## config.mk

```make
export PLATFORM = sky130hd
export DESIGN_NAME = melody_sequencer
export DESIGN_NICKNAME = d
export VERILOG_FILES = /design/src/rtl/melody_sequencer.sv
export SDC_FILE = /design/constraint.sdc
export NUM_CORES = 1
export LEC_CHECK = 0
export ABC_AREA = 1
export BUFFER_PORTS_ARGS = -buffer_cell sky130_fd_sc_hd__buf_2
export CORE_ASPECT_RATIO = 1.75
export CORE_MARGIN = 4
export CORE_UTILIZATION = 59
export CTS_BUF_LIST = sky130_fd_sc_hd__clkbuf_8 sky130_fd_sc_hd__clkbuf_16
export CTS_CLUSTER_DIAMETER = 40
export CTS_CLUSTER_SIZE = 40
export DETAILED_ROUTE_END_ITERATION = 10
export MAX_ROUTING_LAYER = met4
export PLACE_DENSITY = 0.78
export SYNTH_ARGS = -nofsm -noshare
export SYNTH_HDL_FRONTEND = slang
export SYNTH_SLANG_ARGS = --single-unit
```

## constraint.sdc

```tcl
create_clock -name clk -period 1.9 [get_ports clk]
set_input_delay 0.285 -clock clk [delete_from_list [all_inputs] [get_ports clk]]
set_output_delay 0.285 -clock clk [all_outputs]
set_load 0.05 [all_outputs]
```

## src/rtl/melody_sequencer.sv

```systemverilog
// melody_sequencer: steps a note ROM at a fixed tempo and decodes its codes
// (0 = end, 1 = rest, 2..127 = MIDI note) into a held pitch, gate and note-on strobe.
// Latency: note_out/gate/note_on update 2 edges after each rom_addr change (registered ROM + eval).
// Flow: no backpressure. start/stop are 1-cycle pulses and stop beats start.
// Ports: clk, reset (async, active-high); start, stop, loop_en controls; rom_addr/rom_note ROM
// interface; note_out, gate, note_on, busy, done towards the tone generator.
// Optional MELODY_TRANSPOSE_EN adds transpose[4:0] (signed), applied to notes with 2..127 saturation.
module melody_sequencer #(
    parameter int TICK_DIV = 6000000,
    parameter int ADDR_W   = 9,
    parameter int NOTE_W   = 8
) (
    input  logic              clk,
    input  logic              reset,
    input  logic              start,
    input  logic              stop,
    input  logic              loop_en,
`ifdef MELODY_TRANSPOSE_EN
    input  logic signed [4:0] transpose,
`endif
    output logic [ADDR_W-1:0] rom_addr,
    input  logic [NOTE_W-1:0] rom_note,
    output logic [NOTE_W-1:0] note_out,
    output logic              gate,
    output logic              note_on,
    output logic              busy,
    output logic              done
);

    typedef enum logic [1:0] {S_IDLE, S_PLAY, S_DONE} state_t;

    localparam logic [23:0]       TICK_LAST = 24'(TICK_DIV - 1);
    localparam logic [NOTE_W-1:0] CODE_END  = '0;
    localparam logic [NOTE_W-1:0] CODE_REST = NOTE_W'(1);
    localparam logic [NOTE_W-1:0] CODE_MAX  = NOTE_W'(127);

    state_t            state, state_nx;
    logic [ADDR_W-1:0] rom_addr_nx;
    logic [23:0]       cnt, cnt_nx;
    logic [NOTE_W-1:0] note_out_nx;
    logic              gate_nx, note_on_nx;
    // issue_d1/issue_d2 track an issued address through the ROM's read latency;
    // evaluation happens while issue_d2 is high.
    logic              issue_d1, issue_d1_nx, issue_d2, issue_d2_nx;
    // Set by a looping end code: the next tick issues address 0 instead of +1.
    logic              loop_pend, loop_pend_nx;

    logic              is_note;
    logic [NOTE_W-1:0] pitch;

    assign is_note = (rom_note > CODE_REST) && (rom_note <= CODE_MAX);

`ifdef MELODY_TRANSPOSE_EN
    localparam logic signed [NOTE_W+1:0] PITCH_MIN = 2;
    localparam logic signed [NOTE_W+1:0] PITCH_MAX = 127;
    logic signed [NOTE_W+1:0] pitch_sum;

    always_comb begin
        pitch_sum = $signed({2'b00, rom_note}) + $signed({{(NOTE_W-3){transpose[4]}}, transpose});
        if (pitch_sum < PITCH_MIN)
            pitch = PITCH_MIN[NOTE_W-1:0];
        else if (pitch_sum > PITCH_MAX)
            pitch = PITCH_MAX[NOTE_W-1:0];
        else
            pitch = pitch_sum[NOTE_W-1:0];
    end
`else
    assign pitch = rom_note;
`endif

    assign busy = (state != S_IDLE);
    assign done = (state == S_DONE);

    always_ff @(posedge clk or posedge reset) begin
        if (reset) begin
            state     <= S_IDLE;
            rom_addr  <= '0;
            cnt       <= '0;
            note_out  <= '0;
            gate      <= 1'b0;
            note_on   <= 1'b0;
            issue_d1  <= 1'b0;
            issue_d2  <= 1'b0;
            loop_pend <= 1'b0;
        end else begin
            state     <= state_nx;
            rom_addr  <= rom_addr_nx;
            cnt       <= cnt_nx;
            note_out  <= note_out_nx;
            gate      <= gate_nx;
            note_on   <= note_on_nx;
            issue_d1  <= issue_d1_nx;
            issue_d2  <= issue_d2_nx;
            loop_pend <= loop_pend_nx;
        end
    end

    always_comb begin
        state_nx     = state;
        rom_addr_nx  = rom_addr;
        cnt_nx       = cnt;
        note_out_nx  = note_out;
        gate_nx      = gate;
        note_on_nx   = 1'b0;
        issue_d1_nx  = 1'b0;
        issue_d2_nx  = issue_d1;
        loop_pend_nx = loop_pend;

        case (state)
            S_PLAY: begin
                if (cnt == TICK_LAST) begin
                    cnt_nx       = '0;
                    rom_addr_nx  = loop_pend ? '0 : rom_addr + 1'b1;
                    loop_pend_nx = 1'b0;
                    issue_d1_nx  = 1'b1;
                end else begin
                    cnt_nx = cnt + 1'b1;
                end

                if (issue_d2) begin
                    if (is_note) begin
                        note_out_nx = pitch;
                        gate_nx     = 1'b1;
                        // Repeated pitch while sounding is legato: no new attack.
                        note_on_nx  = !gate || (pitch != note_out);
                    end else if (rom_note == CODE_END) begin
                        gate_nx     = 1'b0;
                        note_out_nx = '0;
                        if (loop_en)
                            loop_pend_nx = 1'b1;
                        else
                            state_nx = S_DONE;
                    end else begin
                        gate_nx = 1'b0;
                    end
                end
            end
            S_DONE: begin
                state_nx    = S_IDLE;
                rom_addr_nx = '0;
                cnt_nx      = '0;
            end
            default: begin
            end
        endcase

        if (stop) begin
            state_nx     = S_IDLE;
            rom_addr_nx  = '0;
            cnt_nx       = '0;
            note_out_nx  = '0;
            gate_nx      = 1'b0;
            note_on_nx   = 1'b0;
            issue_d1_nx  = 1'b0;
            issue_d2_nx  = 1'b0;
            loop_pend_nx = 1'b0;
        end else if (start) begin
            // Restart discards any in-flight evaluation; note_out holds so the
            // first note still strobes via the cleared gate.
            state_nx     = S_PLAY;
            rom_addr_nx  = '0;
            cnt_nx       = '0;
            gate_nx      = 1'b0;
            note_on_nx   = 1'b0;
            issue_d1_nx  = 1'b1;
            issue_d2_nx  = 1'b0;
            loop_pend_nx = 1'b0;
        end
    end

endmodule

```

* Yosys cells after proc, flatten, opt, wreduce, memory -nomap -nowiden *
Index checks and enable logic that the tools add are counted.

storage, ports and cells
  input port bits = 13
  bits in registers = 48
  logic and storage cells = 82
  output and inout bits = 21

cells by class
  muxes and demuxes = 45
  reductions and logical operators = 15
  $lt $le $gt $ge = 2
  add/subtract/negate cells = 2
  eq/ne operators = 9

operator list
  cell                                                                               count
  24-bit two-way mux                                                                 3
  24-bit one-hot mux with 2 select lines                                             1
  8-bit two-way mux                                                                  5
  9-bit two-way mux                                                                  4
  24-bit by 1-bit adder with 24-bit output (second input constant)                   1
  24-bit by 23-bit equality test with 1-bit output (second input constant)           1
  1-bit two-way mux                                                                  24
  4-bit != test (second input constant)                                              5
  9-bit one-hot mux with 2 select lines                                              1
  2-bit two-way mux                                                                  6
  9-bit by 1-bit adder with 9-bit output (second input constant)                     1
  3-bit nonzero test                                                                 3
  8-bit by 1-bit > comparator with 1-bit output (second input constant)              1
  8-bit by 7-bit less-or-equal comparator with 1-bit output (second input constant)  1
  8-bit logical NOT                                                                  1
  8-bit != test                                                                      1
  2-bit nonzero test                                                                 3
  5-bit AND reduction                                                                1
  2-bit one-hot mux with 2 select lines                                              1
  2-bit AND reduction                                                                2
  4-bit nonzero test                                                                 1
  3-bit AND reduction                                                                1
  2-bit by 1-bit equality test with 1-bit output (second input constant)             1
  2-bit equality test (second input constant)                                        1
  3 further kinds                                                                    3

* Longest topological paths before layout *
Gate-level depths: netlist of the first run.

  depth after elaboration = 9
  gate-level depth with buffers = 11

* Worst setup path after synthesis of the first run *
Ideal clock, no wire load.

  path type = register to register
  start = register rom_addr[0]
  end = register rom_addr[6]
  setup slack = 0.224 ns
  period minus slack after synthesis = 1.676 ns
  cell stages (with the launch flop) = 9
  path buffers = 0
  data arrival time = 1.558 ns
  required time = 1.782 ns
  cells stage by stage = dfrtp_1 ha_1 nand2_1 nor2_1 nand3_1 nand3_1 nor3_1 nand3_1 nand2_1

between the ends
  cells in the longest elaborated chain, start to end = 6

RTL lines
  element                                 RTL line  RTL
  from (decl)                             21        output logic [ADDR_W-1:0] rom_addr,
  from (signal assigned)                  87        rom_addr <= rom_addr_nx;
  9-bit by 1-bit adder with 9-bit output  113       rom_addr_nx = loop_pend ? '0 : rom_addr + 1'b1;
  9-bit two-way mux                       113
  9-bit two-way mux                       111       if (cnt == TICK_LAST) begin
  9-bit one-hot mux with 2 select lines   109       case (state)
  9-bit two-way mux                       157       end else if (start) begin
  9-bit two-way mux                       147       if (stop) begin

Every way passes these cells. The select of a mux whose other input is x is not followed.
A chain may end at the register's enable or synchronous reset.

* Worst setup path in the final report of the first run *
  start = register state[0]
  end = output done

between the ends
  cells in the longest elaborated chain, start to end = 1

RTL lines
  element                 RTL line  RTL
  from (decl)             37        state_t state, state_nx;
  from (signal assigned)  86        state <= state_nx;
  2-bit equality test     72        assign done = (state == S_DONE);
  to (decl)               27        output logic done

Every way passes these cells.

==> results of run 1 <==
## cells by family after synthesis
family,after synthesis,share of synthesized area [%]
compound gates,35,6.77
xor+xnor,7,2.06
fa+ha+maj,5,2.10
buf+inv,66,9.38
flops,48,40.4
simple gates,251,39.3
## cell type report
cell class / instances / area, um^2
tap: 54 / 67.6
fill: 446 / 1650
clock inverter: 2 / 8.76
sequential: 48 / 1200
timing repair buffer: 37 / 198
inverter: 62 / 235
clock buffer: 5 / 68.8
multi-input combinational: 298 / 1510
## power groups by stage
| stage | Sequential, uW | Combinational, uW | Clock, uW |
|---|---|---|---|
| 2_1_floorplan | 1100 | 185 | 0 |
| 3_3_place_gp | 1070 | 276 | 0 |
| 3_5_place_dp | 1070 | 280 | 0 |
| 4_1_cts | 1050 | 283 | 601 |
| 5_1_grt | 1050 | 311 | 643 |
| 6_report | 1050 | 280 | 583 |
## worst max-delay path, cell delays in order, from the launching register on
cell	delay [ps]
dfrtp_1	390
inv_1	100
ha_1	330
buf_2	330
## worst max path at each step
stage	startpoint	to	slack (ps)	cells past startpoint
floorplan	rom_addr[0]	rom_addr[6]	220	8
global placement	state[1]	cnt[20]	240	9
detailed placement	state[0]	cnt[20]	170	9
CTS	state[0]	cnt[20]	160	9
global route	state[0]	cnt[20]	20	10
finish	state[0]	done	150	3
## routing by layer
metal | GRT usage (%) | routed length (um) | vias up
li1 | - | - | 1385
met2 | 43.4 | 3720 | 69
met3 | 3.79 | 316 | 15
met5 | - | 0 | -
met1 | 27.3 | 2610 | 1312
met4 | 9.97 | 180 | 0
## flip-flops by register name, indices dropped and copies added (netlist names)
register   count
cnt           24
gate           1
loop_pend      1
state          2
note_out       8
issue_d2       1
note_on        1
issue_d1       1
rom_addr       9
## per-stage QoR
step | hold WS [ps] | total power, uW | cell area [um^2] | worst slack [ps]
detailed placement | 320 | 1350 | 3190 | 166
floorplan | 406 | 1280 | 2970 | 224
CTS | 226 | 1940 | 3270 | 157
global route | 246 | 2010 | 3290 | 19.2
global placement | 315 | 1350 | 3190 | 242
finish | 229 | 1920 | 3290 | 154
## what timing repair did
action | 4_1_cts | 5_1_grt
hold endpoints to repair | 19 | 0
hold buffers | 1 | 0
resized for setup | 0 | 4
endpoints found under the setup margin | 0 | 3
## layout by cell type (no fill, tap or decap), types with 3 or more instances in the layout
master / instances
a21oi_1: 6
buf_2: 33
buf_4: 3
clkbuf_8: 5
dfrtp_1: 48
ha_1: 5
inv_1: 57
inv_2: 4
nand2_1: 104
nand2_4: 3
nand3_1: 38
nand4_1: 14
nor2_1: 53
nor2_2: 16
nor3_1: 10
o21ai_0: 19
xnor2_1: 4
xor2_1: 3
==> results.toml, run 1 <==
[run_status]
status = "finished, final reports clean"

[route]
postRouteAntennaNets = 0
num_vias = 2781
drc = 0
wl_per_cell_um = 13.5
drtIter0Drc = 174
routed_via_density = 5.50
firstDrtPassIters = 4
wl_mm = 6.83

[synth]
synth-main-ff-cell = "dfrtp_1"
synth_top_cell_area_share_pct = 40.4
yosysSeqAreaShare_pct = 40.4
synth_seq_cells = 48
syn-num-nets = 430
yosysUniqueCellTypes = 36
synth_edf_count = 0
synth_commonest_cells = "nand2_1, inv_1, nor2_1"
netlist_instances = 412
synth_most_common_cell = "nand2_1"
ys_async_sr_fraction_pct = 100
synth_area_per_cell_um2 = 7.22
ys_warn_count = 0
ys_top_cells_by_area = "dfrtp_1, nand2_1, inv_1"
syn_area_mm2 = 0.00297
synth_top_area_cell = "dfrtp_1"

[sta]
rsz0062_at_grt = "no"
relSlewSlack_pct = 70.3
worstMarginPinSlew_ps = 445
tns_ps = 0
finalClockSkew_ps = 9.08
period_share_pct = 91.9
drv_slew = 0
setup_viol = 0
period_needed_ps = 1750
clock.fmax_mhz = 573
finalHoldViolations = 0

[grt]
antenna_found_initial = 0
grt_max_degree = 22
grt_pass1_wl_mm = 11.6
grt_usage_pct = 24.9
first_global_vias = 2702
grt.overflow.total = 0

[die]
start_util_pct = 60.3
die_area_mm2 = 0.00629
core-area_mm2 = 0.00493
num_io_pins = 34
die_height_um = 102
rows = 34
dieWidth_um = 61.7

[clock_network]
clock-sinks = 48
cts_max_path_buffers = 2
cts_buffers = 5
cts_max_level = 2
clk_pin_slew_ps = 90
cts-root-buf = "clkbuf_8"
tritoncts = "done"
cts_setup_buffers = 0
clock_latency_ps = 300

[setup_path]
rrSetupSlack_ps = 190
setup.worst_path.end_class = "primary output"
worstPathRequired_ps = 1620
critPathKind = "flop to primary output"
crit_arrival_ps = 1460
r2r-end = "cnt[19]"
cp-start-kind = "flop"
crit_fanout = 4
ff2ff_path_depth = 10
crit-reg2reg-launch = "state[0]"

[power_and_ir_drop]
p_clk_share_pct = 30.4
power_frac_comb_pct = 14.6
seq_power_share_pct = 54.9
powerDensity_mw_per_mm2 = 583
p_int_uw = 1350
p_sw_uw = 562
netSwitchingFraction_pct = 29.3
power.leakage_uw = 0.00160
peakVddDrop_uv = 532

[finish]
nets = 470
drive_above_1_share_pct = 17.3
n_antenna_cell = 0
fin_util_pct = 66.6
syn_to_final_growth_pct = 10.5
fin_cells = 506

[flow_run]
cap_viol_max_count = 0

[hold_path]
min_path_type = "input port to flop"
hold_path_depth = 3
min_from = "rom_note[5]"
hold_end = "note_out[5]"

[placement]
dp_hpwl_mm = 5.33
io_buffers = 33
place.gp.congestion = 0.978
place_inst = 498
(Power assumes the default switching activity.)
==> run 2, diff against run 1 <==
- CELL_PAD_IN_SITES_DETAIL_PLACEMENT: unset -> 0
- CELL_PAD_IN_SITES_GLOBAL_PLACEMENT: unset -> 1
- CORE_UTILIZATION: 59 -> 42
- PLACE_DENSITY: 0.78 -> 0.77
==> run 2 against run 1 <==
Via count shrank 3.3%; total power grew 18%; critical endpoint is now cnt[20]; final cell count grew 6.1%; sequential power is essentially flat; clock power grew 58%; final area grew 4.0%.
==> results.toml, run 2 (same netlist as run 1, synthesis figures left out) <==
[clock_network]
hold_buffers = 0
cts_buffers = 5
clock_latency_ps = 290
tritoncts = "done"
cts_max_path_buffers = 2
clk_pin_slew_ps = 60
cts_max_level = 2
cts_setup_buffers = 0
cts_resized = 0
clock-sinks = 48
cts-root-buf = "clkbuf_16"

[power_and_ir_drop]
power.leakage_uw = 0.00164
powerDensity_mw_per_mm2 = 662
peakVddDrop_uv = 378

[flow_run]
cap_viol_max_count = 0

[route]
wl_per_cell_um = 14.1
num_vias = 2688
firstDrtPassIters = 4
drc = 0
routed_via_density = 5.01
postRouteAntennaNets = 0
drtIter0Drc = 133
wl_mm = 7.56

[grt]
grt_max_degree = 27
grt_usage_pct = 19.5
grt.overflow.total = 0
antenna_found_initial = 0
grt_pass1_wl_mm = 12.9
first_global_vias = 2766

[finish]
seq_area_mm2 = 0.00120
nets = 471
largest_register_ffs = 24
top_register = "cnt"
final_cell_mix = "nand2_1, inv_1, nor2_1"
layout_commonest_cell = "nand2_1"
drive_above_1_share_pct = 17.9
n_antenna_cell = 0
multi_input_area_mm2 = 0.00151
reg_top3 = "cnt: 24 flops, rom_addr: 9 flops, note_out: 8 flops"
syn_to_final_growth_pct = 14.9
nFillCells = 692

[run_status]
status = "finished, final reports clean"

[sta]
clock.fmax_mhz = 569
period_share_pct = 92.5
worstMarginPinSlew_ps = 528
finalHoldViolations = 0
relSlewSlack_pct = 64.8
period_needed_ps = 1760
finalClockSkew_ps = 7.39
rsz0062_at_grt = "no"
drv_slew = 0
holdWs_ps = 29.5
tns_ps = 0
setup_viol = 0

[die]
num_io_pins = 34
die_area_mm2 = 0.00854
dieWidth_um = 71.6
rows = 40
start_util_pct = 43.4
core-area_mm2 = 0.00686
die_height_um = 119

[placement]
io_buffers = 33
place.gp.congestion = 0.846
dp_hpwl_mm = 5.88

[setup_path]
setup.worst_path.end_class = "flop"
worst-path-buf-inv = 2
cp_slowest_cell = "dfrtp_1"
crit_fanout = 11
worstPathRequired_ps = 2080
critPathKind = "flop to flop"
cp-start-kind = "flop"
critPathMaxStageDelay_ps = 350
worstPathCellList = "inv_1 > ha_1 > inv_1 > nand2_4 > nand2_1 > nor2_1 > nand3_2 > o21ai_0 > nor2_1"
critical_path.top_delay_family = "simple AND/OR/NAND/NOR gates"
crit_arrival_ps = 1940

[hold_path]
min_path_type = "input port to asynchronous set/reset pin"
## run 2: final timing paths
path                        startpoint          end  cells after the start  slack, ps
min reg2reg                   issue_d1     issue_d2                      2        490
max                           state[0]      cnt[20]                      9        140
max in group asynchronous        reset      cnt[15]                      3       1340
min                              reset  note_out[5]                      2         30
max reg2reg                   state[0]      cnt[20]                      9        140
min in group clk           rom_note[5]  note_out[5]                      3        250
## run 2: per-stage QoR
stage          utilization, %  power [uW]  cells  setup slack (ps)  area (um^2)
5_1_grt                  49.8        2380    537              9.65         3420
3_5_place_dp             47.4        1360    530               131         3250
2_1_floorplan               -        1280    412               224         2970
4_1_cts                  49.6        2310    537               118         3400
3_3_place_gp             47.4        1360    530               194         3250
6_report                 49.8        2260    537               143         3420
## run 2: per-layer routing
metal | track usage, % | vias up | wire length (um)
li1 | - | 1387 | -
met1 | 19.4 | 1240 | 3000
met2 | 36.3 | 51 | 4210
met3 | 3.29 | 10 | 208
met4 | 8.12 | 0 | 138
met5 | - | - | 0
## run 2: power by group
group          switching [uW]  internal [uW]  leakage [uW]
logic                     213           73.1      0.000902
registers                14.5           1040      0.000665
clock network             371            553     0.0000760
total                     599           1660       0.00164
## run 2: worst register-to-register path, stage by stage (launching register included)
cell and delay, ps:
dfrtp_1 350, inv_1 70, ha_1 330, inv_1 80, nand2_4 140, nand2_1 80, nor2_1 220, nand3_2 150
o21ai_0 180, nor2_1 50
## run 2: final cells by class
type | count | area share [%]
Clock buffer | 7 | 4.47
Inverter | 62 | 6.89
Multi-Input combinational cell | 298 | 44.1
Sequential cell | 48 | 35.2
Tap cell | 84 | 3.08
Timing Repair Buffer | 38 | 6.30
==> run 3, diff against run 2 <==
- HOLD_SLACK_MARGIN: unset -> 0.1
==> run 3 against run 2 <==
Global-route usage did not move; worst setup slack improved by 5.1 ps; non-clock buffer count up 1; clock skew barely moved; sequential power about the same; critical path depth did not move; highest routed layer unchanged.
==> results.toml, run 3 (same netlist as run 1, synthesis figures left out) <==
[run_status]
status = "finished, final reports clean"

[finish]
drive_above_1_share_pct = 17.8
fin_cells = 538
top_register = "cnt"
syn_to_final_growth_pct = 15.2
reg_top3 = "cnt: 24 flops, rom_addr: 9 flops, note_out: 8 flops"
multi_input_area_mm2 = 0.00151
final_cell_mix = "nand2_1, inv_1, nor2_1"
layout_commonest_cell = "nand2_1"
seq_area_mm2 = 0.00120
nFillCells = 691
n_antenna_cell = 0
nets = 472
largest_register_ffs = 24

[setup_path]
worstPathCellList = "inv_1 > ha_1 > inv_1 > nand2_4 > nand2_1 > nor2_1 > nand3_2 > o21ai_0 > nor2_1"
critPathMaxStageDelay_ps = 350
crit_arrival_ps = 1930
setup.worst_path.end_class = "flop"
worstPathRequired_ps = 2080
critPathKind = "flop to flop"
cp_slowest_cell = "dfrtp_1"
crit_fanout = 11
cp-start-kind = "flop"

[clock_network]
clock_latency_ps = 290
clock-sinks = 48
cts-root-buf = "clkbuf_16"
tritoncts = "done"
cts_max_level = 2
cts_max_path_buffers = 2
clk_pin_slew_ps = 60
cts_buffers = 5
cts_setup_buffers = 0

[route]
num_vias = 2692
firstDrtPassIters = 4
wl_per_cell_um = 14.1
drc = 0
wl_mm = 7.57
drtIter0Drc = 124
routed_via_density = 5.00
postRouteAntennaNets = 0

[grt]
antenna_found_initial = 0
grt.overflow.total = 0
grt_usage_pct = 19.5
first_global_vias = 2773
grt_max_degree = 27
grt_pass1_wl_mm = 12.9

[power_and_ir_drop]
powerDensity_mw_per_mm2 = 661
power_frac_comb_pct = 12.7
p_sw_uw = 600
p_clk_share_pct = 40.8
p_int_uw = 1670
netSwitchingFraction_pct = 26.5
peakVddDrop_uv = 378
seq_power_share_pct = 46.5
power.leakage_uw = 0.00165

[placement]
dp_hpwl_mm = 5.88
place.gp.congestion = 0.846
place_inst = 530
io_buffers = 33

[die]
die_area_mm2 = 0.00854
start_util_pct = 43.4
core-area_mm2 = 0.00686
rows = 40
die_height_um = 119
num_io_pins = 34
dieWidth_um = 71.6

[hold_path]
min_path_type = "input port to flop"

[sta]
relSlewSlack_pct = 64.8
rsz0062_at_grt = "no"
finalHoldViolations = 0
clock.fmax_mhz = 571
finalClockSkew_ps = 7.61
worstMarginPinSlew_ps = 527
period_needed_ps = 1750
tns_ps = 0
period_share_pct = 92.2
drv_slew = 0
setup_viol = 0

[flow_run]
cap_viol_max_count = 0
[run 3: layout make-up]
class / instances / area share, %
Tap cell: 84 / 3.07
Timing Repair Buffer: 39 / 6.57
Sequential cell: 48 / 35.1
Multi-Input combinational cell: 298 / 44.0
Clock buffer: 7 / 4.46
Inverter: 62 / 6.87
[run 3: worst paths after layout]
kind                             startpoint           to  slack [ps]  depth (start not counted)
worst max-delay path               state[0]      cnt[20]         150                          9
worst min-delay path            rom_note[5]  note_out[5]         260                          3
worst max register to register     state[0]      cnt[20]         150                          9
worst min register to register     issue_d1     issue_d2         490                          2
max in group asynchronous             reset      cnt[15]         780                          4
min in group asynchronous             reset  note_out[5]         580                          3
[run 3: metrics by stage]
stage | utilization, % | total power [uW] | setup WS [ps] | area (um^2) | hold WS [ps]
floorplan | - | 1280 | 224 | 2970 | 406
global placement | 47.4 | 1360 | 194 | 3250 | 349
detailed placement | 47.4 | 1360 | 131 | 3250 | 354
CTS | 49.8 | 2310 | 118 | 3410 | 250
global route | 50.0 | 2380 | 9.65 | 3430 | 261
finish | 50.0 | 2260 | 148 | 3430 | 255
[run 3: metal layers]
metal	share of wire (%)	routed length (um)	up-vias	GRT usage (%)
met3	2.8	215	10	3.29
met2	56	4210	52	36.3
met4	1.8	138	0	8.12
li1	-	-	1388	-
met5	0	0	-	-
met1	40	3000	1242	19.4
[run 3: power groups by stage]
| stage | Sequential (uW) | Clock (uW) | Combinational, uW |
|---|---|---|---|
| final | 1050 | 924 | 288 |
| after global routing | 1050 | 1010 | 319 |
| after global placement | 1070 | 0 | 292 |
| after floorplan | 1100 | 0 | 185 |
| after CTS | 1050 | 963 | 294 |
| after detailed placement | 1070 | 0 | 292 |
[run 3: worst max-delay path, delay by kind of cell, from the launching register on]
family / cells / cell delay [ps]
compound gates: 1 / 180
flops: 1 / 350
simple gates: 5 / 640
buf+inv: 2 / 150
fa+ha+maj: 1 / 330
[run 3: what timing repair did]
action	CTS	global route
setup endpoints to repair	0	2
hold buffers	1	0
resized for setup	0	3
endpoints found under the hold margin	22	0
